$ cat src/rtl/adder_slice_seq_if.sv
// Operand/result handshake bundle for the slice-serial adder.
// The master side is the producer/consumer pair; the slave side is the sequencer.
interface adder_slice_seq_if #(
    parameter int DATA_W  = 64,
    parameter int SLICE_W = 8
);
    logic              in_valid;
    logic              in_ready;
    logic [DATA_W-1:0] a;
    logic [DATA_W-1:0] b;
    logic              cin;
    logic              out_valid;
    logic              out_ready;
    logic [DATA_W-1:0] sum;
    logic              cout;
    logic              busy;

    modport master (
        output in_valid,
        output a,
        output b,
        output cin,
        output out_ready,
        input  in_ready,
        input  out_valid,
        input  sum,
        input  cout,
        input  busy
    );

    modport slave (
        input  in_valid,
        input  a,
        input  b,
        input  cin,
        input  out_ready,
        output in_ready,
        output out_valid,
        output sum,
        output cout,
        output busy
    );
endinterface

$ cat src/rtl/adder_slice_seq.sv
// Slice-serial adder: one DATA_W-bit addition performed SLICE_W bits per clock
// through a single slice adder, with the inter-slice carry held in a register.
// All handshake outputs are registered and derived from the next state so they
// line up exactly with the state register.
module adder_slice_seq #(
    parameter int DATA_W  = 64,
    parameter int SLICE_W = 8
) (
    input  logic              clk,
    input  logic              reset,
    adder_slice_seq_if.slave  bus
);
    localparam int NSLICE = DATA_W / SLICE_W;
    localparam int IDX_W  = (NSLICE > 1) ? $clog2(NSLICE) : 1;
    localparam logic [IDX_W-1:0] LAST_IDX = IDX_W'(NSLICE - 1);

    typedef enum logic [1:0] {
        ST_IDLE = 2'd0,
        ST_RUN  = 2'd1,
        ST_DONE = 2'd2
    } state_t;

    state_t             state_r;
    state_t             state_next_s;

    logic [DATA_W-1:0]  a_r;
    logic [DATA_W-1:0]  b_r;
    logic [DATA_W-1:0]  sum_r;
    logic               carry_r;
    logic               cout_r;
    logic [IDX_W-1:0]   idx_r;
    logic               in_ready_r;
    logic               out_valid_r;
    logic               busy_r;

    logic               accept_s;
    logic               last_slice_s;
    logic [SLICE_W-1:0] a_slices_s [NSLICE];
    logic [SLICE_W-1:0] b_slices_s [NSLICE];
    logic [SLICE_W-1:0] slice_a_s;
    logic [SLICE_W-1:0] slice_b_s;
    logic [SLICE_W:0]   slice_add_s;

    // An operation is taken only while idle; in_ready_r mirrors the IDLE state.
    assign accept_s     = bus.in_valid & in_ready_r;
    assign last_slice_s = (idx_r == LAST_IDX);

    // Select the operand slices addressed by idx_r and add them with the held carry.
    always_comb begin
        for (int i = 0; i < NSLICE; i++) begin
            a_slices_s[i] = a_r[i*SLICE_W +: SLICE_W];
            b_slices_s[i] = b_r[i*SLICE_W +: SLICE_W];
        end
        slice_a_s   = a_slices_s[idx_r];
        slice_b_s   = b_slices_s[idx_r];
        slice_add_s = {1'b0, slice_a_s} + {1'b0, slice_b_s} + {{SLICE_W{1'b0}}, carry_r};
    end

    // State register.
    always_ff @(posedge clk) begin
        if (reset) begin
            state_r <= ST_IDLE;
        end else begin
            state_r <= state_next_s;
        end
    end

    // Next-state logic: IDLE -> RUN on accept, RUN -> DONE after the last slice,
    // DONE -> IDLE on the output handshake.
    always_comb begin
        state_next_s = state_r;
        case (state_r)
            ST_IDLE: begin
                if (accept_s) begin
                    state_next_s = ST_RUN;
                end else begin
                    state_next_s = ST_IDLE;
                end
            end
            ST_RUN: begin
                if (last_slice_s) begin
                    state_next_s = ST_DONE;
                end else begin
                    state_next_s = ST_RUN;
                end
            end
            ST_DONE: begin
                if (bus.out_ready) begin
                    state_next_s = ST_IDLE;
                end else begin
                    state_next_s = ST_DONE;
                end
            end
            default: begin
                state_next_s = ST_IDLE;
            end
        endcase
    end

    // Registered handshake/status outputs, computed from the upcoming state.
    always_ff @(posedge clk) begin
        if (reset) begin
            in_ready_r  <= 1'b1;
            out_valid_r <= 1'b0;
            busy_r      <= 1'b0;
        end else begin
            in_ready_r  <= (state_next_s == ST_IDLE);
            out_valid_r <= (state_next_s == ST_DONE);
            busy_r      <= (state_next_s != ST_IDLE);
        end
    end

    // Datapath: latch operands on accept, then write one sum slice per RUN cycle.
    // Slices not yet rewritten keep the previous result until overwritten.
    always_ff @(posedge clk) begin
        if (reset) begin
            a_r     <= {DATA_W{1'b0}};
            b_r     <= {DATA_W{1'b0}};
            sum_r   <= {DATA_W{1'b0}};
            carry_r <= 1'b0;
            cout_r  <= 1'b0;
            idx_r   <= {IDX_W{1'b0}};
        end else begin
            case (state_r)
                ST_IDLE: begin
                    if (accept_s) begin
                        a_r     <= bus.a;
                        b_r     <= bus.b;
                        carry_r <= bus.cin;
                        idx_r   <= {IDX_W{1'b0}};
                    end
                end
                ST_RUN: begin
                    for (int i = 0; i < NSLICE; i++) begin
                        if (idx_r == IDX_W'(i)) begin
                            sum_r[i*SLICE_W +: SLICE_W] <= slice_add_s[SLICE_W-1:0];
                        end
                    end
                    carry_r <= slice_add_s[SLICE_W];
                    if (last_slice_s) begin
                        cout_r <= slice_add_s[SLICE_W];
                        idx_r  <= {IDX_W{1'b0}};
                    end else begin
                        idx_r  <= idx_r + {{(IDX_W-1){1'b0}}, 1'b1};
                    end
                end
                ST_DONE: begin
                    carry_r <= carry_r;
                end
                default: begin
                    idx_r <= {IDX_W{1'b0}};
                end
            endcase
        end
    end

    assign bus.in_ready  = in_ready_r;
    assign bus.out_valid = out_valid_r;
    assign bus.busy      = busy_r;
    assign bus.sum       = sum_r;
    assign bus.cout      = cout_r;
endmodule

$ cat src/flat_wrapper.sv
// flat-port wrapper written by rule: the top's interface ports become plain ports
module adder_slice_seq_flat 
#(
    parameter int DATA_W  = 64,
    parameter int SLICE_W = 8
)
  (clk, reset, bus_in_valid, bus_a, bus_b, bus_cin, bus_out_ready, bus_in_ready, bus_out_valid, bus_sum, bus_cout, bus_busy);
  adder_slice_seq_if #(.DATA_W(DATA_W), .SLICE_W(SLICE_W)) bus_i ();
  input  logic clk;
  input  logic reset;
  input wire logic [$bits(bus_i.in_valid)-1:0] bus_in_valid;
  input wire logic [$bits(bus_i.a)-1:0] bus_a;
  input wire logic [$bits(bus_i.b)-1:0] bus_b;
  input wire logic [$bits(bus_i.cin)-1:0] bus_cin;
  input wire logic [$bits(bus_i.out_ready)-1:0] bus_out_ready;
  output wire logic [$bits(bus_i.in_ready)-1:0] bus_in_ready;
  output wire logic [$bits(bus_i.out_valid)-1:0] bus_out_valid;
  output wire logic [$bits(bus_i.sum)-1:0] bus_sum;
  output wire logic [$bits(bus_i.cout)-1:0] bus_cout;
  output wire logic [$bits(bus_i.busy)-1:0] bus_busy;
  assign bus_i.in_valid = bus_in_valid;
  assign bus_i.a = bus_a;
  assign bus_i.b = bus_b;
  assign bus_i.cin = bus_cin;
  assign bus_i.out_ready = bus_out_ready;
  assign bus_in_ready = bus_i.in_ready;
  assign bus_out_valid = bus_i.out_valid;
  assign bus_sum = bus_i.sum;
  assign bus_cout = bus_i.cout;
  assign bus_busy = bus_i.busy;
  adder_slice_seq #(.DATA_W(DATA_W), .SLICE_W(SLICE_W)) u_core (.clk(clk), .reset(reset), .bus(bus_i));
endmodule
$ cat config.mk
export PLATFORM = sky130hd
export DESIGN_NAME = adder_slice_seq_flat
export DESIGN_NICKNAME = d
export VERILOG_FILES = /design/src/rtl/adder_slice_seq_if.sv /design/src/rtl/adder_slice_seq.sv /design/src/flat_wrapper.sv
export SDC_FILE = /design/constraint.sdc
export NUM_CORES = 1
export LEC_CHECK = 0
export ABC_AREA = 1
export CAP_MARGIN = 20
export CORE_AREA = 5 5 136 138
export CTS_BUF_LIST = sky130_fd_sc_hd__clkbuf_4 sky130_fd_sc_hd__clkbuf_8
export CTS_CLUSTER_DIAMETER = 30
export DETAILED_ROUTE_END_ITERATION = 12
export DIE_AREA = 0 0 141 143
export GPL_TIMING_DRIVEN = 0
export PLACE_DENSITY = 0.81
export SYNTH_ARGS = -nofsm -noshare
export SYNTH_HDL_FRONTEND = slang
export SYNTH_SLANG_ARGS = --single-unit
$ cat constraint.sdc
create_clock -name clk -period 3.4 [get_ports clk]
set_input_delay 0.68 -clock clk [delete_from_list [all_inputs] [get_ports clk]]
set_output_delay 0.68 -clock clk [all_outputs]
set_load 0.005 [all_outputs]
-- Word-level counts from Yosys, hierarchy flattened
Cells that the tools add are included.
- input port bits: 133
- bits in writable memories: 0
- word-level logic and storage cells: 66
- register bits after elaboration: 202
- memories kept: 0
- output and inout bits: 68
- bits in read-only memories: 0
- latch bits: 0
- reductions and logical operators: 16
- $mul: 0
- equal/unequal tests: 11
- shift operators: 0
- divide/modulo/power cells: 0
- bitwise logic cells: 3
- multiplexer cells: 15
- $add $sub $neg: 3
- order comparisons: 1
- operators with widths (operator ; number):
    $bmux W8 S3 ; 2
    $mux W8 ; 4
    $reduce_and A2 Y1 ; 11
    $eq A3 B3 Y1 const B ; 4
    $add A8 B8 Y9 ; 1
    $add A9 B1 Y9 ; 1
    $pmux W3 S3 ; 1
    $eq A3 B2 Y1 const B ; 2
    $mux W3 ; 2
    $pmux W2 S3 ; 1
    $eq A2 B2 Y1 const B ; 2
    $ge A4 B4 Y1 const B ; 1
    $logic_not A2 Y1 ; 2
    $mux W2 ; 2
    $not A3 Y4 ; 1
    $reduce_bool A2 Y1 ; 2
    $add A3 B1 Y3 const B ; 1
    $eq A3 B1 Y1 const B ; 1
    $logic_not A3 Y1 ; 1
    $eq A2 B1 Y1 const B ; 1
    $mux W1 ; 2
    $ne A2 B1 Y1 const B ; 1
    $pmux W1 S2 ; 1
    $and A1 B1 Y1 ; 1
    $not A1 Y1 ; 1

-- Depth between registers and ports, before layout
Gate-level depths: netlist of run 1.
- depth after elaboration: 7
- depth in mapped cells: 18
- gate-level depth less buffers: 15

-- Worst setup path before layout of run 1
Ideal clock, no wire load.
- path kind: register to register
- start: register u_core.idx_r[0]
- end: register u_core.sum_r[20], in the netlist u_core.bus.sum[20]
- cell stages (with the launch flop): 18
- path slack: 648 ps
- period minus slack after synthesis: 2752 ps
- setup time: 109 ps
- path buffers: 3
- data arrival time: 2643 ps
- required time: 3291 ps
- cells stage by stage: dfxtp_1 -> buf_2 -> inv_1 -> buf_2 -> buf_2 -> nor2_1 -> o221ai_1 -> o21ai_0 -> fa_1 -> inv_1 -> fa_1 -> nand2_1 -> nand2_1 -> nand2_1 -> xor2_1 -> nand2_1 -> nand2_1 -> inv_1
- cells in the longest elaborated chain, start to end: 6
- elaborated cells between the ends (all ways): 11
- classes of those cells: add/sub (2); eq/ne (1); mux (6); bitwise (1); reduce/logical (1)
- RTL lines (what ; RTL line ; source):
    start, declared ; adder_slice_seq.sv:31 ; logic [IDX_W-1:0] idx_r;
    start signal, assigned ; adder_slice_seq.sv:122 ; idx_r <= {IDX_W{1'b0}};
    start signal, assigned ; adder_slice_seq.sv:130 ; idx_r <= {IDX_W{1'b0}};
    start signal, assigned ; adder_slice_seq.sv:142 ; idx_r <= {IDX_W{1'b0}};
    $not A3 Y4 (implied by the code) ; adder_slice_seq.sv:54, adder_slice_seq.sv:55 ;
    $bmux W8 S3, on equally long branches ; adder_slice_seq.sv:54, adder_slice_seq.sv:55 ;
    $mux W8, on equally long branches (2 in a row) ; adder_slice_seq.sv:54, adder_slice_seq.sv:55 ;
    $add A8 B8 Y9 ; adder_slice_seq.sv:56 ; slice_add_s = {1'b0, slice_a_s} + {1'b0, slice_b_s} + {{SLICE_W{1'b0}}, carry_r};
    $add A9 B1 Y9 ; adder_slice_seq.sv:56 ;
    end signal, assigned ; adder_slice_seq.sv:119 ; sum_r <= {DATA_W{1'b0}};
    end signal, assigned by index ; adder_slice_seq.sv:136 ; sum_r[i*SLICE_W +: SLICE_W] <= slice_add_s[SLICE_W-1:0];
    end, declared ; adder_slice_seq.sv:28 ; logic [DATA_W-1:0] sum_r;
Several ways; a longest one is shown, not always the timed one. The select of a mux whose other input is x is not followed.
A chain may end at the register's enable or synchronous reset.

-- Final worst setup path of run 1
- start: register u_core.idx_r[0]
- end: register u_core.sum_r[4], in the netlist u_core.bus.sum[4]
The elaborated chain is that of the path after synthesis.

==> results of run 1 <==
==> worst max-delay path by stage <==
stage,from,end,slack (ns),depth (start not counted)
2_1_floorplan,u_core.idx_r[0],u_core.bus.sum[20],0.65,17
3_3_place_gp,u_core.idx_r[0],u_core.bus.sum[20],-0.30,17
3_5_place_dp,u_core.idx_r[0],u_core.bus.sum[20],-0.38,17
4_1_cts,u_core.idx_r[0],u_core.bus.sum[6],0.01,18
5_1_grt,u_core.idx_r[0],u_core.bus.sum[60],0.006,18
6_report,u_core.idx_r[0],u_core.bus.sum[4],0.1,18
==> cell families (layout without fill, tap and decap cells) <==
group | count (synthesis) | in the layout | synth area share [%]
buffers and inverters | 153 | 425 | 7.24
AND/OR/NAND/NOR | 569 | 569 | 25.9
XOR/XNOR | 3 | 3 | 0.302
AO/OA/AOI/OAI | 293 | 293 | 17.7
flip-flops | 202 | 202 | 46.5
adder cells (fa/ha/maj) | 15 | 15 | 2.33
==> routing by layer <==
layer	vias to the layer above	part of all wire [%]	track usage (%)	routed length [um]
met1	4196	40	33.6	11300
met5	-	0	0	0
li1	4479	-	-	-
met3	76	9.1	6.16	2580
met2	437	48	46.3	13600
met4	0	3.2	10.9	912
==> power by group <==
group	switching, uW	total, uW	internal (uW)
clock network	1090	2810	1720
logic	784	1290	505
registers	110	2660	2550
==> state kept, by name, summed over array words and instances, names as in the netlist <==
name and flops:
u_core.a_r 64, u_core.b_r 64, u_core.bus.busy 1, u_core.bus.cout 1
u_core.bus.in_ready 1, u_core.bus.out_valid 1, u_core.bus.sum 64, u_core.carry_r 1
u_core.idx_r 3, u_core.state_r 2
==> synth_stat cells, types with 3 or more instances <==
library cell,count,area [um2]
buf_2,24,120
ha_1,13,163
o21ai_1,4,20.0
o21a_1,11,82.6
nor3_4,4,65.1
inv_1,68,255
nand2_1,138,518
o21ai_0,213,1070
xor2_1,3,26.3
o22ai_1,30,188
buf_1,5,18.8
dfxtp_1,202,4040
a21oi_1,33,165
nand3_1,34,170
clkbuf_1,48,180
nor2_1,388,1460
==> per-stage QoR <==
step / std cells / setup WS [ns] / cell area (um2) / hold WS [ns]
floorplan: 1235 / 0.648 / 8690 / 0.449
global placement: 1660 / -0.304 / 11000 / 0.456
detailed placement: 1660 / -0.381 / 11000 / 0.465
global route: 1732 / 0.00594 / 12000 / 0.498
CTS: 1732 / 0.00982 / 12000 / 0.479
finish: 1732 / 0.0999 / 12000 / 0.480
==> tightest hold or removal path: stages, from the launching register on <==
cell     delay, ns
dfxtp_1       0.32
nor2_1        0.05
nor2_1        0.08
==> repair_timing <==
item,CTS,global route
pin swaps,0,0
setup buffers,2,0
hold endpoints to repair,0,0
cloned,0,0
resized for setup,4,17
endpoints found under the setup margin,19,40
==> layout make-up <==
| cell class | count | area share [%] |
|---|---|---|
| multi-input combinational | 880 | 34.1 |
| timing repair buffer | 202 | 16.9 |
| clock inverter | 19 | 2.08 |
| inverter | 72 | 2.27 |
| buffer | 81 | 3.04 |
| tap | 225 | 2.34 |
| sequential | 202 | 33.6 |
| clock buffer | 51 | 5.68 |
==> impl_metrics.csv, run 1 <==
group,metric,value,unit
worst_setup_path,cpMostUsedCell,"nand2_1",
pwr,power_density,562,nW/um2
clock_network,cts_made_buffers,39,
floorplanning,row_count,48,
synthesis,synth_cell_types,26,
sta,fin_tns_setup,0,ns
worst_setup_path,r2r_setup_slack,0.1,ns
clock_network,clock_latency,0.54,ns
worst_setup_path,cp_max_fo,10,
worst_setup_path,rr_worst_depth,18,
worst_setup_path,worst_setup_path_end_kind,"flip-flop",
final_layout,regArea,4040,um2
run,drv_cap,0,
pwr,total_power,6760,uW
synthesis,ys_warn_count,0,
sta,skew,0.0323,ns
floorplanning,start_util,51.0,%
worst_setup_path,critical_path.top_delay_family,"buffers and inverters",
final_layout,layout_common_cells,"388 x nor2_1, 212 x o21ai_0, 202 x dfxtp_1",
global_route,grt-ovfl-total,0,
final_layout,final_util,70.5,%
clock_network,clkTransAtPathRegs,0.07,ns
clock_network,clock-sinks,202,
final_layout,multi_input_area,4090,um2
hold_path,hp-class,"reg -> reg",
final_layout,drive_gt1_share,8.10,%
sta,period_needed,3.30,ns
global_route,antenna_found_initial,0,
synthesis,ys.flop_type,"dfxtp_1",
sta,rsz0062_at_grt,"no",
final_layout,num-fill-cells,1415,
clock_network,htreeDepth,2,
sta,fin_crit_sh,97.1,%
worst_setup_path,worstSetupPathType,"reg -> reg",
floorplanning,num_io_pins,201,
clock_network,cts_tree,"built",
synthesis,syn_inst,1235,
clock_network,ctsHoldBuffers,0,
worst_setup_path,critical_path.reg2reg.startpoint,"u_core.idx_r[0]",
synthesis,synth_nets,1383,
drt,drc,0,
final_layout,syn_to_final_growth,38.3,%
drt,drtPass1Iterations,6,
drt,ant_nets,0,
sta,fmax,303,MHz
drt,wl,28.3,mm
sta,hold_viol,0,
placement,gp_congestion,0.939,
sta,tightest_slew,0.848,ns
drt,routed_via_density,5.30,
placement,io_buffers,200,
hold_path,min_from,"u_core.b_r[55]",
sta,drv_slew,0,
pwr,leakage,0.00520,uW
synthesis,ys_seq_area_share,46.5,%
worst_setup_path,cp.required,3.82,ns
outcome,outcome,"finished clean",
global_route,grt_pass1_wl,44.1,mm
sta,setup_violations,0,
drt,num_vias,9188,
worst_setup_path,slowest_delay,0.44,ns
synthesis,synth_area,8690,um2
worst_setup_path,crit_arrival,3.72,ns
hold_path,min_to,"u_core.b_r[55]",
floorplanning,die_area,20200,um2
global_route,grt_pass1_vias,8923,
floorplanning,fp.coreArea,17100,um2
worst_setup_path,cp_cell_sequence,"clkbuf_4 > inv_1 > buf_2 > clkbuf_4 > nor2_1 > o221ai_1 > o21ai_0 > fa_1 > inv_1 > fa_1 > nand2_1 > nand2_1 > nand2_1 > xor2_4 > buf_12 > nand2_1 > nand2_1 > inv_1",
sta,slew_headroom,43.5,%
synthesis,ys_async_sr_fraction,0,%
final_layout,n_antenna_cell,0,
final_layout,nets,1626,
synthesis,synth_edf_count,0,
drt,drt_iter0_drc,783,
synthesis,synth_area_per_cell,7.04,um2
clock_network,cts-root-buf,"clkbuf_8",
drt,drt-wirelength-per-cell,16.3,um
pwr,peakVddDrop,0.357,mV
floorplanning,die_w,141,um
worst_setup_path,worst-path-buf-inv,7,
placement,hpwl,20.8,mm
clock_network,cts.path.max_buffers,3,
worst_setup_path,r2r_end,"u_core.bus.sum[4]",
worst_setup_path,crit_path_top_delay_cell,"fa_1",
worst_setup_path,critPathLaunchType,"flip-flop",
global_route,grt_start_max_net_pins,12,
hold_path,holdPathStages,2,
floorplanning,die_h,143,um
global_route,grt_use_total,27.2,%
final_layout,mostFrequentLayoutCell,"nor2_1",
synthesis,ys_ff_latch,202,
Power figures use the tool's default switching activity.
==> run 2, diff against run 1 <==
--- a/config.mk
+++ b/config.mk
@@ -12,7 +12,6 @@
 export CTS_CLUSTER_DIAMETER = 30
 export DETAILED_ROUTE_END_ITERATION = 12
 export DIE_AREA = 0 0 141 143
-export GPL_TIMING_DRIVEN = 0
 export PLACE_DENSITY = 0.81
 export SYNTH_ARGS = -nofsm -noshare
 export SYNTH_HDL_FRONTEND = slang
==> run 2 against run 1 <==
Net effect:
- sequential cell count unchanged
- combinational power decreased by 10%
- cell area decreased by 3.1%
- clock skew decreased by 0.010 ns
- die area unchanged
- first-iteration DRC count decreased by 27%
- power decreased by 6.0%
- count of clock-buffer cells in the layout unchanged
- critical path type unchanged
==> impl_metrics.csv, run 2 (synthesis results as in run 1) <==
group,metric,value,unit
floorplanning,start_util,51.0,%
drt,wl,25.0,mm
outcome,outcome,"finished clean",
sta,fmax,341,MHz
global_route,grt_use_total,24.1,%
drt,drc,0,
clock_network,clock-sinks,202,
clock_network,clock_latency,0.54,ns
final_layout,mostFrequentLayoutCell,"nor2_1",
worst_setup_path,cp.required,3.82,ns
drt,ant_nets,0,
sta,skew,0.0220,ns
worst_setup_path,worst_setup_path_end_kind,"flip-flop",
final_layout,n_antenna_cell,0,
sta,fin_crit_sh,86.2,%
global_route,grt_pass1_vias,8029,
placement,io_buffers,200,
clock_network,cts_tree,"built",
placement,dpl_cell_area,10800,um2
sta,tightest_slew,0.617,ns
drt,routed_via_density,5.17,
global_route,grt_pass1_wl,39.6,mm
run,drv_cap,0,
hold_path,hp-class,"reg -> reg",
final_layout,layout_common_cells,"388 x nor2_1, 213 x o21ai_0, 201 x dfxtp_1",
floorplanning,row_count,48,
sta,setup_violations,0,
sta,rsz0062_at_grt,"no",
pwr,power_density,545,nW/um2
placement,hpwl,18.0,mm
worst_setup_path,crit_arrival,3.35,ns
sta,slew_headroom,58.7,%
floorplanning,die_w,141,um
worst_setup_path,cp_cell_sequence,"inv_2 > o21ai_0 > o221ai_1 > o21ai_0 > fa_1 > inv_1 > fa_1 > nand2_1 > nand2_1 > nand2_1 > xor2_2 > nand2_1 > nand2_1 > inv_1",
final_layout,drive_gt1_share,6.83,%
clock_network,cts.path.max_buffers,3,
drt,drt-wirelength-per-cell,15.1,um
drt,drtPass1Iterations,5,
worst_setup_path,crit_path_top_delay_cell,"fa_1",
final_layout,final_cell_area,11600,um2
drt,num_vias,8574,
clock_network,cts_made_buffers,37,
sta,fin_tns_setup,0,ns
floorplanning,die_area,20200,um2
sta,hold_viol,0,
worst_setup_path,critPathLaunchType,"flip-flop",
worst_setup_path,cpMostUsedCell,"nand2_1",
clock_network,postCtsSetupBuffers,0,
floorplanning,fp.coreArea,17100,um2
floorplanning,num_io_pins,201,
sta,drv_slew,0,
global_route,grt_start_max_net_pins,59,
clock_network,cts-root-buf,"clkbuf_8",
final_layout,nets,1560,
final_layout,syn_to_final_growth,34.0,%
clock_network,htreeDepth,2,
global_route,grt-ovfl-total,0,
pwr,peakVddDrop,0.292,mV
clock_network,clkTransAtPathRegs,0.06,ns
worst_setup_path,slowest_delay,0.44,ns
pwr,leakage,0.00502,uW
placement,gp_congestion,0.832,
drt,drt_iter0_drc,570,
floorplanning,die_h,143,um
global_route,antenna_found_initial,0,
worst_setup_path,worstSetupPathType,"reg -> reg",
worst_setup_path,cp_max_fo,30,
sta,period_needed,2.93,ns
run 2: final cells by class:
class | instances | area, um2
clock inverter | 11 | 165
clock buffer | 51 | 646
inverter | 72 | 278
multi-input combinational | 880 | 4040
sequential | 202 | 4050
timing repair buffer | 219 | 2190
fill | 1432 | 5410
tap | 225 | 282
run 2: final timing paths:
check / startpoint / endpoint / slack (ns) / depth (start not counted)
setup reg to reg: u_core.idx_r[0] / u_core.bus.sum[28] / 0.47 / 14
hold reg to reg: u_core.bus.sum[57] / u_core.bus.sum[57] / 0.47 / 2
setup / recovery: u_core.idx_r[0] / u_core.bus.sum[28] / 0.47 / 14
hold / removal: u_core.bus.sum[57] / u_core.bus.sum[57] / 0.47 / 2
run 2: metrics by stage:
stage	instances	setup WS [ns]	total power [uW]	util, %	hold slack (ns)
floorplan	1235	0.648	3360	-	0.449
global placement	1598	0.454	3830	63.5	0.452
detailed placement	1598	0.327	3850	63.5	0.460
CTS	1660	0.292	6360	68.3	0.469
global route	1660	0.184	6640	68.3	0.501
finish	1660	0.468	6350	68.3	0.473
run 2: power breakdown:
| part | switching, uW | internal, uW | total [uW] | leakage (uW) |
|---|---|---|---|---|
| sequential | 112 | 2550 | 2660 | 0.00166 |
| clock | 991 | 1540 | 2530 | 0.000425 |
| combinational | 703 | 461 | 1160 | 0.00294 |
run 2: repair_timing:
action,4_1_cts,5_1_grt
setup endpoints to repair,0,2
gates resized for setup,0,1
hold buffers,0,0
run 2: worst max-delay path, delay by kind of cell (launching register included):
| kind | cells | cell delay, ns |
|---|---|---|
| xor gates and xnor gates | 1 | 0.39 |
| adders and majority gates | 2 | 0.65 |
| DFF | 1 | 0.33 |
| and+or+nand+nor | 5 | 0.42 |
| AOI/OAI and AO/OA | 3 | 0.54 |
| buffers and inverters | 3 | 0.51 |
run 2: per-layer routing:
| layer | track usage [%] | vias up | wire length, um |
|---|---|---|---|
| li1 | - | 4338 | - |
| met1 | 30.4 | 3852 | 10500 |
| met2 | 40.9 | 339 | 12000 |
| met3 | 5.43 | 45 | 1930 |
| met4 | 7.96 | 0 | 631 |
| met5 | 0 | - | 0 |
